## config.mk

```make
export PLATFORM = sky130hd
export DESIGN_NAME = lsu_mem_sequencer
export DESIGN_NICKNAME = d
export VERILOG_FILES = /design/src/rtl/lsu_pkg.sv /design/src/rtl/lane_pick.sv /design/src/rtl/lsu_mem_sequencer.sv
export SDC_FILE = /design/constraint.sdc
export NUM_CORES = 1
export LEC_CHECK = 0
export BUFFER_PORTS_ARGS = -buffer_cell sky130_fd_sc_hd__buf_2
export CAP_MARGIN = 25
export CORE_ASPECT_RATIO = 1.25
export CORE_MARGIN = 10
export CORE_UTILIZATION = 35
export DETAILED_ROUTE_END_ITERATION = 7
export SYNTH_ARGS = -nofsm -noshare
export SYNTH_HDL_FRONTEND = slang
export SYNTH_SLANG_ARGS = --single-unit
```

## constraint.sdc

```tcl
create_clock -name clk -period 2.7 [get_ports clk]
set_clock_uncertainty 0.15 [all_clocks]
set_input_delay 0.27 -clock clk [delete_from_list [all_inputs] [get_ports clk]]
set_output_delay 0.27 -clock clk [all_outputs]
set_load 0.01 [all_outputs]
```

## src/rtl/lsu_pkg.sv

```systemverilog
// Shared LSU constants and the load/store sequencer state encoding.
// Latency: n/a (package only).
// Backpressure: n/a (package only).
package lsu_pkg;

  // Lanes per warp; the AGU sizes its per-lane address vector from this too.
  localparam int NUM_THREADS = 8;
  localparam int LANE_W      = $clog2(NUM_THREADS);

  typedef enum logic [1:0] {
    IDLE     = 2'd0,
    ISSUE    = 2'd1,
    WAIT_RSP = 2'd2,
    DONE     = 2'd3
  } seq_state_t;

endpackage

```

## src/rtl/lane_pick.sv

```systemverilog
// Lowest-set-bit priority encoder: picks the next lane to issue.
// Latency: purely combinational.
// Backpressure: none (no handshake).
// Ports: i_mask  pending-lane mask
//        o_lane  index of the lowest set bit (0 when the mask is empty)
//        o_any   any bit of i_mask set
module lane_pick #(
  parameter int N  = 8,
  parameter int LW = $clog2(N)
) (
  input  logic [N-1:0]  i_mask,
  output logic [LW-1:0] o_lane,
  output logic          o_any
);

  // Scan from the top down so the lowest set bit is the last one written.
  always_comb begin
    o_lane = '0;
    o_any  = 1'b0;
    for (int i = N - 1; i >= 0; i--) begin
      if (i_mask[i]) begin
        o_lane = LW'(i);
        o_any  = 1'b1;
      end
    end
  end

endmodule

```

## src/rtl/lsu_mem_sequencer.sv

```systemverilog
// Serialises one warp-wide LD/ST into per-lane requests on a single-ported data memory.
// Latency: first mem request the cycle after acceptance; store 1 cycle/lane, load 2+ cycles/lane, then a 1-cycle done pulse.
// Backpressure: request held stable until mem_req_ready; req_ready only in IDLE; one outstanding memory request.
// Ports: clk/reset (sync, active-low); req_* + agu_addr/st_data from scheduler/AGU/RF;
//        mem_req_* / mem_rsp_* to data memory; done_* + ld_data to the thread register file; busy.
module lsu_mem_sequencer #(
  parameter int DATA_WIDTH  = 16,
  parameter int ADDR_WIDTH  = 8,
  parameter int NUM_THREADS = lsu_pkg::NUM_THREADS
) (
  input  logic                                   clk,
  input  logic                                   reset,
  input  logic                                   req_valid,
  output logic                                   req_ready,
  input  logic                                   req_is_store,
  input  logic [1:0]                             req_warp,
  input  logic [NUM_THREADS-1:0]                 req_mask,
  input  logic [NUM_THREADS-1:0][ADDR_WIDTH-1:0] agu_addr,
  input  logic [NUM_THREADS-1:0][DATA_WIDTH-1:0] st_data,
  output logic                                   mem_req_valid,
  input  logic                                   mem_req_ready,
  output logic                                   mem_req_we,
  output logic [ADDR_WIDTH-1:0]                  mem_req_addr,
  output logic [DATA_WIDTH-1:0]                  mem_req_wdata,
  input  logic                                   mem_rsp_valid,
  input  logic [DATA_WIDTH-1:0]                  mem_rsp_data,
  output logic                                   done_valid,
  output logic [1:0]                             done_warp,
  output logic                                   done_is_store,
  output logic [NUM_THREADS-1:0]                 done_mask,
  output logic [NUM_THREADS-1:0][DATA_WIDTH-1:0] ld_data,
  output logic                                   busy
);

  import lsu_pkg::*;

  localparam int LW = $clog2(NUM_THREADS);

  seq_state_t                            r_state;
  seq_state_t                            w_state_nxt;
  logic                                  r_is_store;
  logic [1:0]                            r_warp;
  logic [NUM_THREADS-1:0]                r_orig_mask;
  logic [NUM_THREADS-1:0]                r_pend_mask;
  logic [NUM_THREADS-1:0][ADDR_WIDTH-1:0] r_addr;
  logic [NUM_THREADS-1:0][DATA_WIDTH-1:0] r_st;
  logic [NUM_THREADS-1:0][DATA_WIDTH-1:0] r_ld;
  logic [LW-1:0]                         r_lane;
  logic [LW-1:0]                         w_pick_lane;
  logic [LW-1:0]                         w_clr_lane;
  logic                                  w_any;
  logic                                  w_hs;
  logic [NUM_THREADS-1:0]                w_pend_clr;

  lane_pick #(.N(NUM_THREADS)) u_lane_pick (
    .i_mask (r_pend_mask),
    .o_lane (w_pick_lane),
    .o_any  (w_any)
  );

  // In WAIT_RSP the lane recorded at the load handshake is the one retired.
  assign w_clr_lane = (r_state == WAIT_RSP) ? r_lane : w_pick_lane;
  assign w_pend_clr = r_pend_mask & ~(NUM_THREADS'(1) << w_clr_lane);
  assign w_hs       = (r_state == ISSUE) && w_any && mem_req_ready;
  assign busy       = (r_state != IDLE);
  assign ld_data    = r_ld;

  always_ff @(posedge clk) begin
    if (!reset) r_state <= IDLE;
    else        r_state <= w_state_nxt;
  end

  // Next state and all handshake/output decode; memory-side outputs depend only on registers.
  always_comb begin
    w_state_nxt   = r_state;
    req_ready     = 1'b0;
    mem_req_valid = 1'b0;
    mem_req_we    = 1'b0;
    mem_req_addr  = '0;
    mem_req_wdata = '0;
    done_valid    = 1'b0;
    done_warp     = '0;
    done_is_store = 1'b0;
    done_mask     = '0;
    unique case (r_state)
      IDLE: begin
        req_ready = reset;
        if (req_valid) w_state_nxt = (req_mask == '0) ? DONE : ISSUE;
      end
      ISSUE: begin
        mem_req_valid = w_any;
        mem_req_we    = r_is_store;
        mem_req_addr  = r_addr[w_pick_lane];
        mem_req_wdata = r_is_store ? r_st[w_pick_lane] : '0;
        if (w_hs) begin
          if (!r_is_store)            w_state_nxt = WAIT_RSP;
          else if (w_pend_clr == '0)  w_state_nxt = DONE;
          else                        w_state_nxt = ISSUE;
        end
      end
      WAIT_RSP: begin
        if (mem_rsp_valid) w_state_nxt = (w_pend_clr == '0) ? DONE : ISSUE;
      end
      DONE: begin
        done_valid    = 1'b1;
        done_warp     = r_warp;
        done_is_store = r_is_store;
        done_mask     = r_orig_mask;
        w_state_nxt   = IDLE;
      end
      default: w_state_nxt = IDLE;
    endcase
  end

  always_ff @(posedge clk) begin
    if (!reset) begin
      r_is_store  <= 1'b0;
      r_warp      <= '0;
      r_orig_mask <= '0;
      r_pend_mask <= '0;
      r_addr      <= '0;
      r_st        <= '0;
      r_ld        <= '0;
      r_lane      <= '0;
    end else begin
      case (r_state)
        IDLE: begin
          if (req_valid) begin
            r_is_store  <= req_is_store;
            r_warp      <= req_warp;
            r_orig_mask <= req_mask;
            r_pend_mask <= req_mask;
            r_addr      <= agu_addr;
            r_st        <= st_data;
            r_ld        <= '0;
          end
        end
        ISSUE: begin
          if (w_hs) begin
            if (r_is_store) r_pend_mask <= w_pend_clr;
            else            r_lane      <= w_pick_lane;
          end
        end
        WAIT_RSP: begin
          if (mem_rsp_valid) begin
            r_ld[r_lane] <= mem_rsp_data;
            r_pend_mask  <= w_pend_clr;
          end
        end
        default: ;
      endcase
    end
  end

endmodule

```

* Word-level counts from Yosys, hierarchy flattened *
Cells that the tools add are included.

storage, ports and cells
  register bits after elaboration = 344
  latch bits = 0
  RAM bits = 0
  bits in read-only memories = 0
  input bits = 224
  logic and storage cells = 107
  memories = 0

cells by class
  $add $sub $neg = 0
  multiply operators = 0
  divide/modulo/power cells = 0
  $lt $le $gt $ge = 3
  equal/unequal tests = 7
  shift operators = 1
  mux-type cells = 49
  bitwise operators = 3
  reductions and logical operators = 14

operators by type and width
  operator             number
  $mux 128             2
  $pmux 128 s2         1
  $bwmux 128           1
  $mux 16              4
  $mux 8               7
  $bmux 16 s3          1
  $demux 16 s3         1
  $mux 3               9
  $bmux 8 s3           1
  $pmux 8 s3           1
  $logic_not 8->1      2
  $mux 2               7
  $mux 1               13
  $reduce_and 3->1     3
  $and 8x8->8          1
  $lt 3x4->1 const B   2
  $ne 2x2->1 const B   4
  $not 8->8            1
  $pmux 2 s4           1
  $shl 1x3->8 const A  1
  $reduce_and 5->1     1
  $eq 2x2->1 const B   2
  $reduce_bool 2->1    2
  $ge 3x1->1 const B   1
  6 further kinds      8

* Depth between registers and ports, before layout *
  depth after elaboration = 17
  depth in mapped cells = 11
  depth with buffers taken out = 9

* By module *
Synthesis repeated with hierarchy kept, for this count alone.

second synthesis, totals
  cells, all modules = 1632
  area total of the unflattened synthesis = 14818.0 um^2

modules (own cells, without submodules)
  module             instances  cells an instance  area an instance (um^2)  sequential area each (um^2)
  lsu_mem_sequencer  1          1619               14737.9                  6886.6
  lane_pick          1          13                 80.1                     0.0

* Least setup slack after synthesis *
Ideal clock, no wire load.

  path type = register to output
  from = register r_pend_mask[6]
  to = output mem_req_wdata[0]
  data arrival time = 2.057 ns
  setup slack = 0.223 ns
  stages on the path, launching flop included = 9
  cell sequence = dfxtp_1 > nand2b_1 > a221oi_1 > o21bai_1 > buf_2 > buf_2 > mux4_2 > nand2_1 > a21oi_1

between the ends
  cells in the longest elaborated chain, start to end = 11

ends and longest elaborated chain
  item                           line                      RTL
  start: declaration             lsu_mem_sequencer.sv:44   logic [NUM_THREADS-1:0] r_pend_mask;
  start signal: assignment       lsu_mem_sequencer.sv:132  r_pend_mask <= req_mask;
  start signal: assignment       lsu_mem_sequencer.sv:140  if (r_is_store) r_pend_mask <= w_pend_clr;
  start signal: assignment       lsu_mem_sequencer.sv:147  r_pend_mask <= w_pend_clr;
  $mux 3 (7 in a row)            lane_pick.sv:21           if (i_mask[i]) begin
  $bmux 16 s3                    lsu_mem_sequencer.sv:94   mem_req_wdata = r_is_store ? r_st[w_pick_lane] : '0;
  $mux 16 (implied by the code)  lsu_mem_sequencer.sv:94
  $mux 16                        lsu_mem_sequencer.sv:94
  $mux 16                        lsu_mem_sequencer.sv:85   unique case (r_state)
  end: declaration               lsu_mem_sequencer.sv:24   output logic [DATA_WIDTH-1:0] mem_req_wdata,

Every way passes these cells. The select of a mux whose other input is x is not followed.

* Worst setup path in the final report *
  from = register r_pend_mask[6]
  to = output mem_req_wdata[10]

The elaborated chain is that of the path after synthesis.

==> qor.yml <==
outcome: "finished, violations left"
violations: "setup timing"
synthMuxAreaShare_pct: 7.44
clkPwrFrac_pct: 27.0
synth_edf_count: 0
finalCritPeriodShare_pct: 111
min_path_type: "in2reg"
ys.warnings.count: 0
fp-row-count: 84
cts-htree-levels: 2
core-area_mm2: 0.0419
die-area_mm2: 0.0510
ys.flop_type: "dfxtp_1"
start_util_pct: 35.3
min_period_ns: 2.99
clock_path_buffers: 3
portBuffers: 391
cts_tree: "yes"
cp.required_ns: 2.28
ir_drop_mv: 0.648
ios: 392
slew_headroom_pct: 51.0
post-route-util_pct: 50.3
antenna_left: 0
dr.pass1.iters: 5
layout.nets: 2403
grt_pass1_vias: 14588
finalMaxSlewViolations: 0
swShare_pct: 36.5
synth_area_mm2: 0.0148
leakagePower_nw: 8.42
yosys.area_share.adder_pct: 0.338
grt_max_degree: 98
fin_ws_ns: -0.285
final_common_cell: "nand2_1"
cp-start-kind: "register"
rsz0062_at_grt: "true"
drt-total-wl_mm: 55.7
async_flop_share_pct: 0
clockRootBuffer: "clkbuf_16"
numCtsBuffers: 37
final_cell_mix: "nand2_1 (454), buf_2 (390), dfxtp_1 (341)"
worstPathMaxFanout: 7
ys_seq_area_share_pct: 46.5
powerDensity_mw_per_mm2: 912
wl_per_cell_um: 20.1
dp_hpwl_mm: 37.0
dieHeight_um: 250
synth_simple_gate_area_share_pct: 19.7
p_comb_share_pct: 41.6
worst-setup-path-type: "reg2out"
area_delta_synth_final_pct: 42.5
hold_viol_final: 0
grtUsageTotal_pct: 20.9
routed-via-count: 14424
setup_viol_count_final: 24
synth_top_family_by_area: "compound AO/OA/AOI/OAI gates"
drv_cap: 0
holdWs_ns: 0.0500
worstSetupEndpointType: "output pin"
grt_pass1_wl_mm: 85.3
arrival_ns: 2.57
path_clk_slew_ns: 0.06
place.gp.congestion: 0.838
post-route-drc-count: 0
synth_compound_area_share_pct: 21.5
seqPwrFrac_pct: 31.4
worst_pin_slew_ns: 0.735
synthCells: 1632
drt_iter0_drc: 944
max_freq_mhz: 335
fillers: 3800
power.total_mw: 19.2
synth_xor_area_share_pct: 0
clkSinkCount: 344
die_x_um: 204
syn_nets: 1860
syn_area_per_cell_um2: 9.07
clk-insertion-delay-late_ns: 0.53
stdcell_area_mm2: 0.0211
routed_via_density: 5.21
netSwitchingPower_mw: 7.01
place_area_mm2: 0.0175
p_int_mw: 12.2
antenna_found_initial: 6
ys_seq_elements: 344
yosysUniqueCellTypes: 47
overflow: 0
drive_gt1_share_pct: 28.2
power groups by stage:
stage	Sequential (mW)	Combinational [mW]	Clock, mW
after detailed placement	6.11	6.88	0
after floorplan	5.98	4.53	0
after global placement	6.11	6.85	0
final	6.04	7.99	5.19
after CTS	6.03	7.87	5.31
after global routing	6.09	8.62	5.49
through the flow:
stage	worst slack, ns	std cells	TNS [ns]
after detailed placement	-0.0751	2480	-0.272
final	-0.285	2767	-5.43
after CTS	-0.338	2757	-7.34
after floorplan	0.223	1632	0
after global placement	-0.0737	2480	-0.116
after global routing	-0.368	2766	-7.69
critical path, stage by stage (launching register included):
cell and delay, ns:
dfxtp_2 0.32, nand2b_4 0.14, a221oi_4 0.33, o21bai_4 0.17
buf_12 0.18, buf_16 0.15, mux4_2 0.43, nand2_2 0.09
a21oi_2 0.06, buf_2 0.16
state kept, by name, indices dropped and copies added, names as in the netlist:
| name | flops |
|---|---|
| r_lane | 3 |
| r_orig_mask | 8 |
| r_is_store | 1 |
| r_warp | 2 |
| r_pend_mask | 8 |
| ld_data | 128 |
| r_st | 128 |
| r_state | 2 |
| r_addr | 64 |
cell type report:
type	count	area, µm²	share of cell area, %
Timing Repair Buffer	663	4770	22.6
Sequential cell	344	6890	32.7
Tap cell	559	699	3.32
Clock inverter	18	218	1.03
Antenna cell	7	17.5	0.0831
Multi-Input combinational cell	1122	7460	35.4
Clock buffer	47	1000	4.76
Inverter	7	26.3	0.125
synthesized netlist by cell type (9+ instances only):
library cell,number,area (µm²)
clkbuf_2,10,50.1
buf_2,10,50.1
nor2b_1,132,826
a32oi_1,128,1120
o21ai_0,9,45.0
a21oi_1,22,110
nand2_1,468,1760
a21boi_0,219,1640
clkbuf_1,130,488
dfxtp_1,344,6890
o21ai_1,9,45.0
and2_1,15,93.8
nor2_1,12,45.0
mux4_2,48,1080
repair_timing:
item	4_1_cts	5_1_grt
endpoints found under the hold margin	211	0
hold buffers	203	0
gates cloned	3	0
pin swaps	13	12
endpoints found under the setup margin	25	47
resized for setup	39	18
setup buffers	7	3
routing by layer:
metal	global-route usage, %	share of wire [%]	up-vias	wire (µm)
met5	0	0	-	0
met4	8.67	3.6	0	2010
met3	5.59	8.3	119	4640
met2	34.4	48	631	26700
met1	25.1	40	6899	22300
li1	-	-	6775	-
final timing paths:
| check | cells past startpoint | endpoint | slack [ns] | from |
|---|---|---|---|---|
| worst max register to register | 9 | r_pend_mask[2]$_SDFFE_PN0P_ | 0.19 | r_pend_mask[7]$_SDFFE_PN0P_ |
| worst min register to register | 2 | r_st[84]$_SDFFE_PN0P_ | 0.31 | r_st[84]$_SDFFE_PN0P_ |
| worst min-delay path | 3 | ld_data[79]$_SDFFE_PN0P_ | 0.05 | mem_rsp_data[15] |
| worst max-delay path | 9 | mem_req_wdata[10] | -0.29 | r_pend_mask[6]$_SDFFE_PN0P_ |
cell families (layout without fill, tap and decap cells):
group,Yosys count,after routing
AO/OA/AOI/OAI,413,413
other,0,7
adder cells (fa/ha/maj),4,4
buffers and inverters,166,735
multiplexers,50,50
AND/OR/NAND/NOR,655,655
flip-flops,344,344
Note: power is estimated with default switching activity, not from simulation.
